<file path="src/rtl/phv_merge_pkg.sv">
`default_nettype none
// +----------------------------------------------------------------------------+
// | Module   : phv_merge_pkg                                                   |
// | Brief    : Shared container/PHV geometry for the RMT stage blocks.         |
// | Revision : 1.0  initial release                                            |
// +----------------------------------------------------------------------------+
package phv_merge_pkg;

  // Default stage geometry: eight 32-bit containers under 256 metadata bits
  localparam int c_container_w = 32;
  localparam int c_num_alu     = 8;
  localparam int c_meta_w      = 256;

  // Total PHV width: containers in the low bits, metadata on top
  function automatic int phv_len(input int num_alu, input int data_w, input int meta_w);
    return num_alu * data_w + meta_w;
  endfunction

  // LSB position of container 'lane' inside the PHV
  function automatic int lane_lsb(input int lane, input int data_w);
    return lane * data_w;
  endfunction

endpackage
`default_nettype wire

</file>
<file path="src/rtl/phv_sync_fifo.sv">
`default_nettype none
// +----------------------------------------------------------------------------+
// | Module   : phv_sync_fifo                                                   |
// | Brief    : First-word-fall-through synchronous FIFO with wrap-bit pointers.|
// | Revision : 1.0  initial release                                            |
// +----------------------------------------------------------------------------+
module phv_sync_fifo #(
  parameter int WIDTH = 8,
  parameter int DEPTH = 4
) (
  input  logic                     clk,
  input  logic                     rst_n,
  input  logic                     push,
  input  logic                     pop,
  input  logic [WIDTH-1:0]         din,
  output logic [WIDTH-1:0]         dout,
  output logic                     full,
  output logic                     empty,
  output logic [$clog2(DEPTH):0]   count
);

  localparam int c_aw = $clog2(DEPTH);

  logic [WIDTH-1:0] r_mem [DEPTH];
  logic [c_aw:0]    r_wr_ptr;
  logic [c_aw:0]    r_rd_ptr;

  // Storage write; the caller never pushes into a full FIFO unless it also pops
  always_ff @(posedge clk) begin
    if (push) r_mem[r_wr_ptr[c_aw-1:0]] <= din;
  end

  // Pointer advance; the extra MSB distinguishes full from empty
  always_ff @(posedge clk or negedge rst_n) begin
    if (!rst_n) begin
      r_wr_ptr <= '0;
      r_rd_ptr <= '0;
    end else begin
      if (push) r_wr_ptr <= r_wr_ptr + 1'b1;
      if (pop)  r_rd_ptr <= r_rd_ptr + 1'b1;
    end
  end

  assign dout  = r_mem[r_rd_ptr[c_aw-1:0]];
  assign empty = (r_wr_ptr == r_rd_ptr);
  assign full  = (r_wr_ptr[c_aw] != r_rd_ptr[c_aw]) &&
                 (r_wr_ptr[c_aw-1:0] == r_rd_ptr[c_aw-1:0]);
  assign count = r_wr_ptr - r_rd_ptr;

endmodule
`default_nettype wire

</file>
<file path="src/rtl/phv_merge.sv">
`default_nettype none
// +----------------------------------------------------------------------------+
// | Module   : phv_merge                                                       |
// | Brief    : Buffers the stage PHV while the ALU lanes compute, then merges  |
// |            lane results into it and hands it downstream (valid/ready).     |
// | Revision : 1.0  initial release                                            |
// +----------------------------------------------------------------------------+
module phv_merge
  import phv_merge_pkg::*;
#(
  parameter int NUM_ALU    = c_num_alu,
  parameter int DATA_WIDTH = c_container_w,
  parameter int META_WIDTH = c_meta_w,
  parameter int PHV_LEN    = phv_len(NUM_ALU, DATA_WIDTH, META_WIDTH),
  parameter int DEPTH      = 4
) (
  input  logic                          clk,
  input  logic                          rst_n,
  input  logic [PHV_LEN-1:0]            phv_in,
  input  logic                          phv_in_valid,
  input  logic [NUM_ALU-1:0]            lane_mask_in,
  output logic                          phv_in_ready,
  input  logic [NUM_ALU*DATA_WIDTH-1:0] alu_container_in,
  input  logic [NUM_ALU-1:0]            alu_container_valid,
  output logic [PHV_LEN-1:0]            phv_out,
  output logic                          phv_out_valid,
  input  logic                          phv_out_ready,
  output logic                          err_overflow,
  output logic                          err_unexpected
);

  localparam int              c_cw    = $clog2(DEPTH) + 1;
  localparam logic [c_cw-1:0] c_depth = c_cw'(DEPTH);

  logic [NUM_ALU+PHV_LEN-1:0]            w_phv_dout;
  logic [NUM_ALU-1:0]                    w_head_mask;
  logic [PHV_LEN-1:0]                    w_head_phv;
  logic                                  w_phv_full;
  logic                                  w_phv_empty;
  logic [c_cw-1:0]                       w_phv_count;
  logic                                  w_phv_push;
  logic                                  w_phv_drop;
  logic [NUM_ALU-1:0][DATA_WIDTH-1:0]    w_lane_dout;
  logic [NUM_ALU-1:0]                    w_lane_full;
  logic [NUM_ALU-1:0]                    w_lane_empty;
  logic [NUM_ALU-1:0][c_cw-1:0]          w_lane_count;
  logic [NUM_ALU-1:0]                    w_lane_push;
  logic [NUM_ALU-1:0]                    w_lane_pop;
  logic [NUM_ALU-1:0]                    w_lane_ovf;
  logic [NUM_ALU-1:0]                    w_lane_unx;
  logic                                  w_merge_ok;
  logic                                  w_load;
  logic [PHV_LEN-1:0]                    w_merged;

  logic [NUM_ALU-1:0][c_cw-1:0]          r_pend;
  logic [PHV_LEN-1:0]                    r_phv_out;
  logic                                  r_phv_out_valid;
  logic                                  r_err_ovf;
  logic                                  r_err_unx;
  logic                                  r_rdy_en;

  assign w_head_mask = w_phv_dout[PHV_LEN +: NUM_ALU];
  assign w_head_phv  = w_phv_dout[PHV_LEN-1:0];

  // A pop in the same cycle frees a slot, so a full FIFO can still accept
  assign phv_in_ready = r_rdy_en && (!w_phv_full || w_load);
  assign w_phv_push   = phv_in_valid && phv_in_ready;
  assign w_phv_drop   = phv_in_valid && r_rdy_en && (w_phv_count == c_depth) && !w_load;

  phv_sync_fifo #(
    .WIDTH (NUM_ALU + PHV_LEN),
    .DEPTH (DEPTH)
  ) u_phv_fifo (
    .clk   (clk),
    .rst_n (rst_n),
    .push  (w_phv_push),
    .pop   (w_load),
    .din   ({lane_mask_in, phv_in}),
    .dout  (w_phv_dout),
    .full  (w_phv_full),
    .empty (w_phv_empty),
    .count (w_phv_count)
  );

  generate
    for (genvar g = 0; g < NUM_ALU; g++) begin : g_lane
      phv_sync_fifo #(
        .WIDTH (DATA_WIDTH),
        .DEPTH (DEPTH)
      ) u_lane_fifo (
        .clk   (clk),
        .rst_n (rst_n),
        .push  (w_lane_push[g]),
        .pop   (w_lane_pop[g]),
        .din   (alu_container_in[g*DATA_WIDTH +: DATA_WIDTH]),
        .dout  (w_lane_dout[g]),
        .full  (w_lane_full[g]),
        .empty (w_lane_empty[g]),
        .count (w_lane_count[g])
      );
    end
  endgenerate

  // Accept a lane result only if a buffered PHV still waits for it on that lane
  always_comb begin
    w_lane_push = '0;
    w_lane_ovf  = '0;
    w_lane_unx  = '0;
    for (int i = 0; i < NUM_ALU; i++) begin
      if (alu_container_valid[i]) begin
        if (w_lane_full[i] && !w_lane_pop[i])       w_lane_ovf[i]  = 1'b1;
        else if (w_lane_count[i] == r_pend[i])      w_lane_unx[i]  = 1'b1;
        else                                        w_lane_push[i] = 1'b1;
      end
    end
  end

  // Head PHV is complete once every masked lane has a result waiting
  always_comb begin
    w_merge_ok = !w_phv_empty;
    for (int i = 0; i < NUM_ALU; i++) begin
      if (w_head_mask[i] && w_lane_empty[i]) w_merge_ok = 1'b0;
    end
  end

  assign w_load     = w_merge_ok && (!r_phv_out_valid || phv_out_ready);
  assign w_lane_pop = {NUM_ALU{w_load}} & w_head_mask;

  // Substitute masked containers; unmasked containers and metadata pass through
  always_comb begin
    w_merged = w_head_phv;
    for (int i = 0; i < NUM_ALU; i++) begin
      if (w_head_mask[i]) w_merged[lane_lsb(i, DATA_WIDTH) +: DATA_WIDTH] = w_lane_dout[i];
    end
  end

  // Per-lane count of buffered PHVs whose mask bit is set
  always_ff @(posedge clk or negedge rst_n) begin
    if (!rst_n) begin
      r_pend <= '0;
    end else begin
      for (int i = 0; i < NUM_ALU; i++) begin
        if (w_phv_push && lane_mask_in[i] && !w_lane_pop[i])
          r_pend[i] <= r_pend[i] + 1'b1;
        else if (!(w_phv_push && lane_mask_in[i]) && w_lane_pop[i])
          r_pend[i] <= r_pend[i] - 1'b1;
      end
    end
  end

  // Output register: load a merged PHV, or retire it once accepted
  always_ff @(posedge clk or negedge rst_n) begin
    if (!rst_n) begin
      r_phv_out       <= '0;
      r_phv_out_valid <= 1'b0;
    end else if (w_load) begin
      r_phv_out       <= w_merged;
      r_phv_out_valid <= 1'b1;
    end else if (phv_out_ready) begin
      r_phv_out_valid <= 1'b0;
    end
  end

  // Sticky error flags, plus input-ready enable one cycle after reset release
  always_ff @(posedge clk or negedge rst_n) begin
    if (!rst_n) begin
      r_err_ovf <= 1'b0;
      r_err_unx <= 1'b0;
      r_rdy_en  <= 1'b0;
    end else begin
      r_rdy_en <= 1'b1;
      if (w_phv_drop || (|w_lane_ovf)) r_err_ovf <= 1'b1;
      if (|w_lane_unx)                 r_err_unx <= 1'b1;
    end
  end

  assign phv_out        = r_phv_out;
  assign phv_out_valid  = r_phv_out_valid;
  assign err_overflow   = r_err_ovf;
  assign err_unexpected = r_err_unx;

endmodule
`default_nettype wire

</file>
<file path="config.mk">
export PLATFORM = sky130hd
export DESIGN_NAME = phv_merge
export DESIGN_NICKNAME = d
export VERILOG_FILES = /design/src/rtl/phv_merge_pkg.sv /design/src/rtl/phv_sync_fifo.sv /design/src/rtl/phv_merge.sv
export SDC_FILE = /design/constraint.sdc
export NUM_CORES = 2
export LEC_CHECK = 0
export CAP_MARGIN = 20
export CELL_PAD_IN_SITES_DETAIL_PLACEMENT = 0
export CELL_PAD_IN_SITES_GLOBAL_PLACEMENT = 1
export CORE_MARGIN = 1
export CORE_UTILIZATION = 35
export CTS_CLUSTER_DIAMETER = 120
export DETAILED_ROUTE_END_ITERATION = 8
export PLACE_DENSITY_LB_ADDON = 0.12
export SYNTH_ARGS = -nofsm -noshare
export SYNTH_HDL_FRONTEND = slang
export SYNTH_SLANG_ARGS = --single-unit
</file>
<file path="constraint.sdc">
create_clock -name clk -period 20.7 [get_ports clk]
set_clock_uncertainty 0.05 [all_clocks]
set_input_delay 5.175 -clock clk [delete_from_list [all_inputs] [get_ports clk]]
set_output_delay 5.175 -clock clk [all_outputs]
set_load 0.02 [all_outputs]
</file>
==> results.cfg <==
[run_status]
status = finished clean

[job]
cap_violations = 0

[grt]
grt-busiest-layer = met2
grt_pass1_vias = 69900
grt_overflow = 0
antenna_found_initial = 253
use_met3_pct = 4.60
grt_max_degree = 161
gr-usage-met1_pct = 23.3
grt_use_total_pct = 19.3
grt_pass1_wl_um = 545000
use_met2_pct = 33.5

[cts]
worstSkewPairLatency_ps = 970
cts_resized = 0
cts_buffer_depth = 4
cts_made_buffers = 405
cts_root_buf = clkbuf_16
ctsHtreeMaxLevel = 5
ctsHoldBuffers = 0
clock-sinks = 3698
cts_tree = done
post_cts_buffers = 0
clk_pin_slew_worst_paths_ps = 60

[synthesis]
synth_edf_count = 3104
syn_avg_cell_area_um2 = 22.2
synth-seq-cells = 3698
syn_nets = 7107
async_flop_share_pct = 16.1
ys_types = 46
synth_warnings = 0
yosysTopAreaCell = edfxtp_1
synth_cells = 6232
yosys-top-cells-area = edfxtp_1 67%, mux4_2 13%, dfrtp_1 11%
netlist_area_um2 = 138000
synth_ff_type = edfxtp_1
ys_seq_area_share_pct = 78.2
yosysTopAreaCellShare_pct = 67.4

[sta]
hold_viol_final = 0
finalCritPeriodShare_pct = 66.5
slew_viol_final = 0
rsz0062_at_grt = false
setup_tns_ps = 0
finalCriticalPeriod_ps = 13770
tightest_slew_ps = 1280
relSlewSlack_pct = 13.7
setup_viol = 0
clock.fmax_ghz = 0.0726

[pwr]
power.clock.fraction_pct = 25.7
p_switching_uw = 9450
leakage_uw = 0.0572
power.internal_uw = 18700
power_density_nw_per_um2 = 164
power_frac_comb_pct = 36.4
irDropWorstVdd_mv = 0.280
p_sw_share_pct = 33.6
sequentialPowerShare_pct = 37.9
total_power_uw = 28200

[placement]
port_buffers = 1303
hpwlAfterDp_um = 248000
routabilityCongestion = 0.759

[finish]
drive_gt1_share_pct = 22.4
final_cell_mix = 3104 x edfxtp_1, 1302 x clkdlybuf4s50_1, 776 x mux4_2, 581 x dfrtp_1, 411 x clkbuf_16
layout_commonest_cell = edfxtp_1
fin_nets = 8641
n_fill_cell = 34000
area_growth_syn_to_layout_pct = 23.9

[drt]
drc = 0
detail_route.wirelength_um = 390000
drtPass1Iterations = 8
vias = 66800
wire_per_inst_um = 29.1
drt-vias-per-instance = 4.98
ant_nets = 0
drtIter0Drc = 4178

[setup_path]
critPathKind = in -> out
arrival_ps = 8550
required_ps = 15480
worst_setup_path_end_kind = output port
startpoint_type = input port
crit_fanout = 31

[floorplanning]
dieArea_um2 = 397000
rows = 230
start_util_pct = 35.2
coreArea_um2 = 393000
chipHeight_um = 630
die_x_um = 630
io_pins = 1304

[worst_hold_path]
hold_class = reg -> reg
## critical path: stages
cell,delay [ps]
clkdlybuf4s50_1,620
nand2b_1,250
nor4b_4,670
and3_4,650
o31a_1,400
clkdlybuf4s50_1,750
## registers in the layout, summed over array words and instances (netlist names)
signal / cells
g_lane.u_lane_fifo.r_mem: 1024
err_unexpected: 1
g_lane.u_lane_fifo.r_rd_ptr: 24
r_rdy_en: 1
u_phv_fifo.r_rd_ptr: 3
g_lane.u_lane_fifo.r_wr_ptr: 24
u_phv_fifo.r_mem: 2080
err_overflow: 1
phv_out: 512
r_pend: 24
u_phv_fifo.r_wr_ptr: 3
phv_out_valid: 1
## final timing paths
check | slack [ps] | end | startpoint | cells past startpoint
hold / removal | 430 | g_lane[4].u_lane_fifo.r_rd_ptr[2] | g_lane[4].u_lane_fifo.r_rd_ptr[2] | 1
max in group asynchronous | 13380 | phv_out[38] | rst_n | 4
hold reg to reg | 430 | g_lane[4].u_lane_fifo.r_rd_ptr[2] | g_lane[4].u_lane_fifo.r_rd_ptr[2] | 1
setup reg to reg | 10980 | u_phv_fifo.r_mem[1][251] | u_phv_fifo.r_rd_ptr[1] | 12
setup / recovery | 6930 | phv_in_ready | phv_out_ready | 6
min in group asynchronous | 4070 | phv_out[477] | rst_n | 1
## routing by layer
metal	vias up	part of all wire, %	routed length, um
met1	35600	39	152000
met4	98	3.6	14000
met2	1787	52	201000
met5	-	0.16	612
met3	814	5.7	22200
li1	28600	-	-
## synth_stat cells, drive strengths merged (2+ instances only)
library cell     n
edfxtp        3104
mux4           776
dfrtp          594
nor2           275
mux2           272
a21oi          262
mux2i          256
clkbuf         168
buf            133
ha              71
xnor2           64
inv             52
and2            50
xor2            38
nand2           24
nand3           17
fa              16
nand4           14
o21ai           10
nor3             7
a211oi           5
and3             4
a221oi           3
and4             3
nand3b           2
nor4b            2
## layout make-up
type | count | area, um^2 | share of cell area [%]
flip-flops and latches | 3698 | 108000 | 63.1
multi-input cells | 2181 | 28600 | 16.7
repair buffers | 1428 | 14200 | 8.29
clock buffers | 558 | 11200 | 6.57
well taps | 5220 | 6530 | 3.81
clock inverters | 207 | 2180 | 1.27
inverters | 52 | 195 | 0.114
diodes | 77 | 193 | 0.113
## logic make-up (layout without fill, tap and decap cells)
group                    after synthesis  after routing  synth area share [%]
flip-flops                          3698           3698                  78.2
multiplexers                        1304           1304                  16.7
AND/OR/NAND/NOR                      400            400                  1.32
buffers and inverters                353           2245                  1.10
AO/OA/AOI/OAI                        287            287                  1.13
XOR/XNOR                             102            102                 0.657
adder cells (fa/ha/maj)               87             87                 0.875
other                                  1             78               0.00271
## metrics by stage
step	cell area, um^2	worst slack, ps	hold WS [ps]	cells	utilization (%)
after detailed placement	158000	6730	426	12600	40.1
after CTS	171000	6710	439	13300	43.5
after floorplan	138000	1480	410	6232	-
after global placement	158000	6720	427	12600	40.1
after global routing	171000	6760	448	13400	43.6
final	171000	6930	435	13400	43.6
## power groups by stage
stage	clock network, uW	registers, uW	logic (uW)
global route	7720	10800	11100
finish	7240	10700	10300
detailed placement	0	10800	10500
CTS	7440	10700	10600
global placement	0	10800	10500
floorplan	0	11600	6170
No activity file was read; power rests on OpenSTA's default activity.
